`config.mk`:
```
export PLATFORM = sky130hd
export DESIGN_NAME = dig_bcd_ctrl
export DESIGN_NICKNAME = d
export VERILOG_FILES = /design/src/rtl/dig_bcd_ctrl_pkg.sv /design/src/rtl/dig_bcd_ctrl_bcd_add3.sv /design/src/rtl/dig_bcd_ctrl.sv
export SDC_FILE = /design/constraint.sdc
export NUM_CORES = 1
export LEC_CHECK = 0
export ABC_AREA = 0
export CAP_MARGIN = 20
export CORE_MARGIN = 2
export CORE_UTILIZATION = 35
export DETAILED_ROUTE_END_ITERATION = 8
export HOLD_SLACK_MARGIN = 0.08
export SLEW_MARGIN = 25
export SYNTH_ARGS = -nofsm -noshare
export SYNTH_HDL_FRONTEND = slang
export SYNTH_SLANG_ARGS = --single-unit
```
`constraint.sdc`:
```
create_clock -name clock -period 11.3 [get_ports clock]
set_clock_uncertainty 0.15 [all_clocks]
set_input_delay 1.13 -clock clock [delete_from_list [all_inputs] [get_ports clock]]
set_output_delay 1.13 -clock clock [all_outputs]
set_load 0.005 [all_outputs]
```
`src/rtl/dig_bcd_ctrl_pkg.sv`:
```
// Shared DIG digit-tube constants used by memorio, the scan driver and the
// binary-to-BCD controller.
package dig_bcd_ctrl_pkg;

    localparam int unsigned DIG_DIGITS    = 8;
    localparam int unsigned DIG_BIN_W     = 26;
    localparam logic [31:0] DIG_MMIO_ADDR = 32'hFFFF_FC00;

    // True when every BIN_W-bit operand fits in DIGITS decimal digits.
    function automatic bit dig_fits(input int unsigned bin_w, input int unsigned digits);
        longint unsigned p2;
        longint unsigned p10;
        if (bin_w >= 63 || digits >= 19) return 1'b0;
        p2  = 1;
        p10 = 1;
        for (int unsigned i = 0; i < bin_w; i++) p2 = p2 * 2;
        for (int unsigned i = 0; i < digits; i++) p10 = p10 * 10;
        return p2 <= p10;
    endfunction

endpackage

```
`src/rtl/dig_bcd_ctrl_bcd_add3.sv`:
```
// Single BCD digit correction cell for the shift-and-add-3 converter.
module bcd_add3 (
    input  logic [3:0] digit_i,
    output logic [3:0] digit_o
);

    always_comb begin
        digit_o = digit_i;
        if (digit_i >= 4'd5) digit_o = digit_i + 4'd3;
    end

endmodule

```
`src/rtl/dig_bcd_ctrl.sv`:
```
// Sequential binary-to-BCD controller for the DIG MMIO path: one bit per clock,
// one-deep pending buffer so CPU stores never stall.
module dig_bcd_ctrl
    import dig_bcd_ctrl_pkg::*;
#(
    parameter int unsigned BIN_W  = DIG_BIN_W,
    parameter int unsigned DIGITS = DIG_DIGITS
) (
    input  logic                  clock,
    input  logic                  reset,
    input  logic                  digcs,
    input  logic                  digwrite,
    input  logic [BIN_W-1:0]      wdata,
    output logic [4*DIGITS-1:0]   bcd_out,
    output logic                  busy,
    output logic                  done,
    output logic                  valid
);

    localparam int unsigned BW    = 4 * DIGITS;
    localparam int unsigned CNT_W = $clog2(BIN_W + 1);

    localparam logic [1:0] ST_IDLE  = 2'd0;
    localparam logic [1:0] ST_SHIFT = 2'd1;
    localparam logic [1:0] ST_DONE  = 2'd2;

    if (!dig_fits(BIN_W, DIGITS)) begin : g_param_err
        $error("dig_bcd_ctrl: 2**BIN_W exceeds 10**DIGITS");
    end

    logic [1:0]       state_q,  state_d;
    logic [BIN_W-1:0] opnd_q,   opnd_d;
    logic [BW-1:0]    work_q,   work_d;
    logic [CNT_W-1:0] cnt_q,    cnt_d;
    logic [BIN_W-1:0] pend_q,   pend_d;
    logic             pend_v_q, pend_v_d;
    logic [BW-1:0]    bcd_q,    bcd_d;
    logic             busy_q,   busy_d;
    logic             done_q,   done_d;
    logic             valid_q,  valid_d;

    logic             req;
    logic             start;
    logic [BIN_W-1:0] start_val;
    logic [BW-1:0]    adj;

    assign req = digcs & digwrite;

    for (genvar g = 0; g < DIGITS; g++) begin : g_add3
        bcd_add3 u_add3 (
            .digit_i (work_q[4*g +: 4]),
            .digit_o (adj[4*g +: 4])
        );
    end

    always_comb begin
        state_d   = state_q;
        opnd_d    = opnd_q;
        work_d    = work_q;
        cnt_d     = cnt_q;
        pend_d    = pend_q;
        pend_v_d  = pend_v_q;
        bcd_d     = bcd_q;
        busy_d    = busy_q;
        done_d    = 1'b0;
        valid_d   = valid_q;
        start     = 1'b0;
        start_val = wdata;

        case (state_q)
            ST_IDLE: begin
                start = req;
            end
            ST_SHIFT: begin
                // Correction precedes the shift; the dropped MSB is always zero.
                work_d = BW'({adj, opnd_q[BIN_W-1]});
                opnd_d = opnd_q << 1;
                cnt_d  = cnt_q - CNT_W'(1);
                if (req) begin
                    pend_d   = wdata;
                    pend_v_d = 1'b1;
                end
                if (cnt_q == CNT_W'(1)) begin
                    state_d = ST_DONE;
                    busy_d  = 1'b0;
                end
            end
            ST_DONE: begin
                bcd_d   = work_q;
                done_d  = 1'b1;
                valid_d = 1'b1;
                if (req) begin
                    start    = 1'b1;
                    pend_v_d = 1'b0;
                end else if (pend_v_q) begin
                    start     = 1'b1;
                    start_val = pend_q;
                    pend_v_d  = 1'b0;
                end else begin
                    state_d = ST_IDLE;
                    busy_d  = 1'b0;
                end
            end
            default: begin
                state_d = ST_IDLE;
                busy_d  = 1'b0;
            end
        endcase

        if (start) begin
            opnd_d  = start_val;
            work_d  = '0;
            cnt_d   = CNT_W'(BIN_W);
            state_d = ST_SHIFT;
            busy_d  = 1'b1;
        end
    end

    always_ff @(posedge clock or posedge reset) begin
        if (reset) begin
            state_q  <= ST_IDLE;
            opnd_q   <= '0;
            work_q   <= '0;
            cnt_q    <= '0;
            pend_q   <= '0;
            pend_v_q <= 1'b0;
            bcd_q    <= '0;
            busy_q   <= 1'b0;
            done_q   <= 1'b0;
            valid_q  <= 1'b0;
        end else begin
            state_q  <= state_d;
            opnd_q   <= opnd_d;
            work_q   <= work_d;
            cnt_q    <= cnt_d;
            pend_q   <= pend_d;
            pend_v_q <= pend_v_d;
            bcd_q    <= bcd_d;
            busy_q   <= busy_d;
            done_q   <= done_d;
            valid_q  <= valid_d;
        end
    end

    assign bcd_out = bcd_q;
    assign busy    = busy_q;
    assign done    = done_q;
    assign valid   = valid_q;

endmodule

```
==> flow_metrics.py <==
metrics = {
    "timing": {
        "hold_violations": 0,
        "rsz0062_at_grt": "no",
        "setup_slack_ps": 8180,
        "worst_pin_slew_ps": 960,
        "period_needed_ps": 3120,
        "slew_viol_final": 0,
        "fin_setup_tns_ps": 0,
        "setup_viol": 0,
        "slew_headroom_pct": 35.8,
        "max_freq_mhz": 320,
        "post-route-period-util_pct": 27.6,
        "holdWs_ps": 317,
    },
    "critical_path": {
        "crit_chain": "clkdlybuf4s50_1, nand2_1, nand2_1, o22ai_1, a32oi_1",
        "slowest_delay_ps": 730,
        "cp_max_fo": 27,
        "start_kind": "primary input",
        "crit_family": "simple AND/OR/NAND/NOR gates",
        "end_kind": "register",
        "path_buf_inv": 1,
        "worst_path_max_delay_cell": "nand2_1",
        "critPathKind": "in -> reg",
        "required_ps": 11420,
        "cpMostUsedCell": "nand2_1",
        "crit_arrival_ps": 3240,
    },
    "yosys": {
        "syn_nets": 590,
        "synth_seq_cells": 126,
        "async_reset_ff_share_pct": 100,
        "netlist_area_um2": 5840,
        "synthCells": 542,
        "synth.area.top_cells": "dfrtp_1 54%, nand2_1 7.5%, mux2_4 4.9%",
        "ys_warn_count": 0,
        "synth_cell_types": 39,
        "synth-edff-count": 0,
        "ys.flop_type": "dfrtp_1",
        "synth_area_leader_cell": "dfrtp_1",
        "postSynthAreaPerCell_um2": 10.8,
        "synth_top_cell_area_share_pct": 53.9,
        "yosysSeqAreaShare_pct": 53.9,
    },
    "clock_tree": {
        "cts_buffers": 17,
        "cts_hold_buf": 0,
        "cts_setup_buffers": 0,
        "clk-insertion-delay-late_ps": 410,
        "cts-root-buf": "clkbuf_16",
        "cts_tree": "yes",
        "cts_resized": 0,
        "clk_path_buf_depth": 2,
        "cts.sinks": 126,
        "cts_max_level": 4,
        "clk_pin_slew_worst_paths_ps": 50,
    },
    "floorplan": {
        "dieHeight_um": 133,
        "die_area_um2": 17700,
        "start_util_pct": 35.5,
        "rows": 47,
        "boundaryPins": 65,
        "die_x_um": 133,
        "core_area_um2": 16500,
    },
    "drt": {
        "drc": 0,
        "drtPass1Iterations": 4,
        "wl_per_cell_um": 15.7,
        "num_vias": 4203,
        "via_per_inst": 5.10,
        "totalWireLength_um": 13000,
        "ant_nets": 0,
        "drtIter0Drc": 294,
    },
    "flow_run": {
        "drv_cap": 0,
    },
    "placement": {
        "gp_congestion": 0.795,
        "placedCellCount": 796,
        "dp_slack_ps": 7850,
        "dpl_cell_area_um2": 6590,
        "dp_hpwl_um": 8220,
        "portBuffers": 64,
    },
    "power_and_ir_drop": {
        "ir_drop_mv": 0.105,
        "p_leak_nw": 3.29,
        "p_per_area_nw_per_um2": 201,
        "p_total_mw": 1.43,
    },
    "run_status": {
        "status": "finished clean",
    },
    "finish": {
        "drive_above_1_share_pct": 10.1,
        "regArea_um2": 3150,
        "nFillCells": 1547,
        "post-route-util_pct": 43.2,
        "final_area_um2": 7110,
        "final_cells": 824,
        "multi_input_area_um2": 2410,
        "area_delta_synth_final_pct": 21.6,
        "final_nets": 643,
        "antenna_cells": 0,
    },
    "grt": {
        "globalRouteTotalUtil_pct": 15.5,
        "grt_pass1_vias": 4296,
        "overflow": 0,
        "grt_max_degree": 84,
        "grt_pass1_wl_um": 21800,
        "antenna_found_initial": 0,
    },
    "worst_hold_path": {
        "hold_path.class": "reg -> reg",
    },
}
-- final timing paths --
path | startpoint | endpoint | slack (ps) | cells after the start
max | digcs | opnd_q[19]$_DFFE_PP0P_ | 8180 | 5
min | valid$_DFFE_PP0N_ | valid$_DFFE_PP0N_ | 320 | 1
max reg2reg | state_q[0]$_DFFE_PP0P_ | opnd_q[11]$_DFFE_PP0P_ | 8920 | 4
min reg2reg | valid$_DFFE_PP0N_ | valid$_DFFE_PP0N_ | 320 | 1
max in group asynchronous | reset | bcd_out[27]$_DFFE_PP0N_ | 8860 | 3
min in group asynchronous | reset | bcd_out[6]$_DFFE_PP0N_ | 990 | 2
-- per-layer routing --
layer | global-route usage [%] | vias up | part of all wire (%)
met5 | 0 | - | 0
met3 | 4.00 | 9 | 4.2
met2 | 24.3 | 92 | 47
li1 | - | 1995 | -
met1 | 21.0 | 2107 | 48
met4 | 5.32 | 0 | 0.83
-- worst reg2reg max path: cells and delay by family (launching register included) --
family,cells,cell delay (ps)
DFF,1,520
and+or+nand+nor,2,1240
AOI/OAI and AO/OA,2,400
-- logic make-up after synthesis --
group                      count (synthesis)  share of synthesized area (%)
and+or+nand+nor                          166                           12.8
AOI/OAI and AO/OA                        126                           14.5
muxes                                     35                           7.77
buffers and inverters                     55                           4.82
DFF                                      126                           53.9
xor gates and xnor gates                  16                           2.40
adders and majority gates                 18                           3.85
-- synthesized netlist by cell type, types with 3 or more instances --
cell	instances
dfrtp_1	126
nand2_1	117
o21ai_0	38
a21oi_1	23
inv_1	21
o22ai_1	20
mux2_4	19
ha_1	18
buf_2	15
nand3_1	13
a221o_1	12
nand2b_1	11
a22o_1	9
a32oi_1	9
clkbuf_1	9
mux2i_1	9
nor3_1	9
xnor2_1	9
mux2_2	7
xor2_1	7
o32ai_1	6
buf_6	5
a2bb2oi_1	3
a31oi_1	3
and2_1	3
and3_1	3
-- area by class of cell --
cell class                 instances  share of cell area, %
sequential                       126                   44.4
clock buffer                      27                   7.22
clock inverter                     1                 0.0704
timing repair buffer              66                   9.28
multi-input combinational        361                   33.9
tap                              220                   3.87
inverter                          23                   1.25
-- where the power goes --
part	internal [mW]	total [mW]	switching, mW	leakage, nW
Combinational	0.198	0.338	0.140	1.45
Clock	0.304	0.480	0.176	0.255
Sequential	0.547	0.611	0.0634	1.58
Total	1.05	1.43	0.380	3.29
-- layout by cell type (no fill, tap or decap), types with 12 or more instances in the layout --
| master | count |
|---|---|
| a21oi_1 | 23 |
| a221o_1 | 12 |
| clkbuf_16 | 17 |
| clkdlybuf4s50_1 | 64 |
| dfrtp_1 | 126 |
| ha_1 | 18 |
| inv_1 | 20 |
| mux2_4 | 19 |
| nand2_1 | 117 |
| nand3_1 | 13 |
| o21ai_0 | 38 |
| o22ai_1 | 20 |
-- state kept, by name, indices dropped and copies added (netlist names) --
register  flops
valid         1
pend_q       26
state_q       2
opnd_q       26
done          1
cnt_q         5
bcd_out      32
work_q       32
pend_v_q      1
Power figures use the tool's default switching activity.
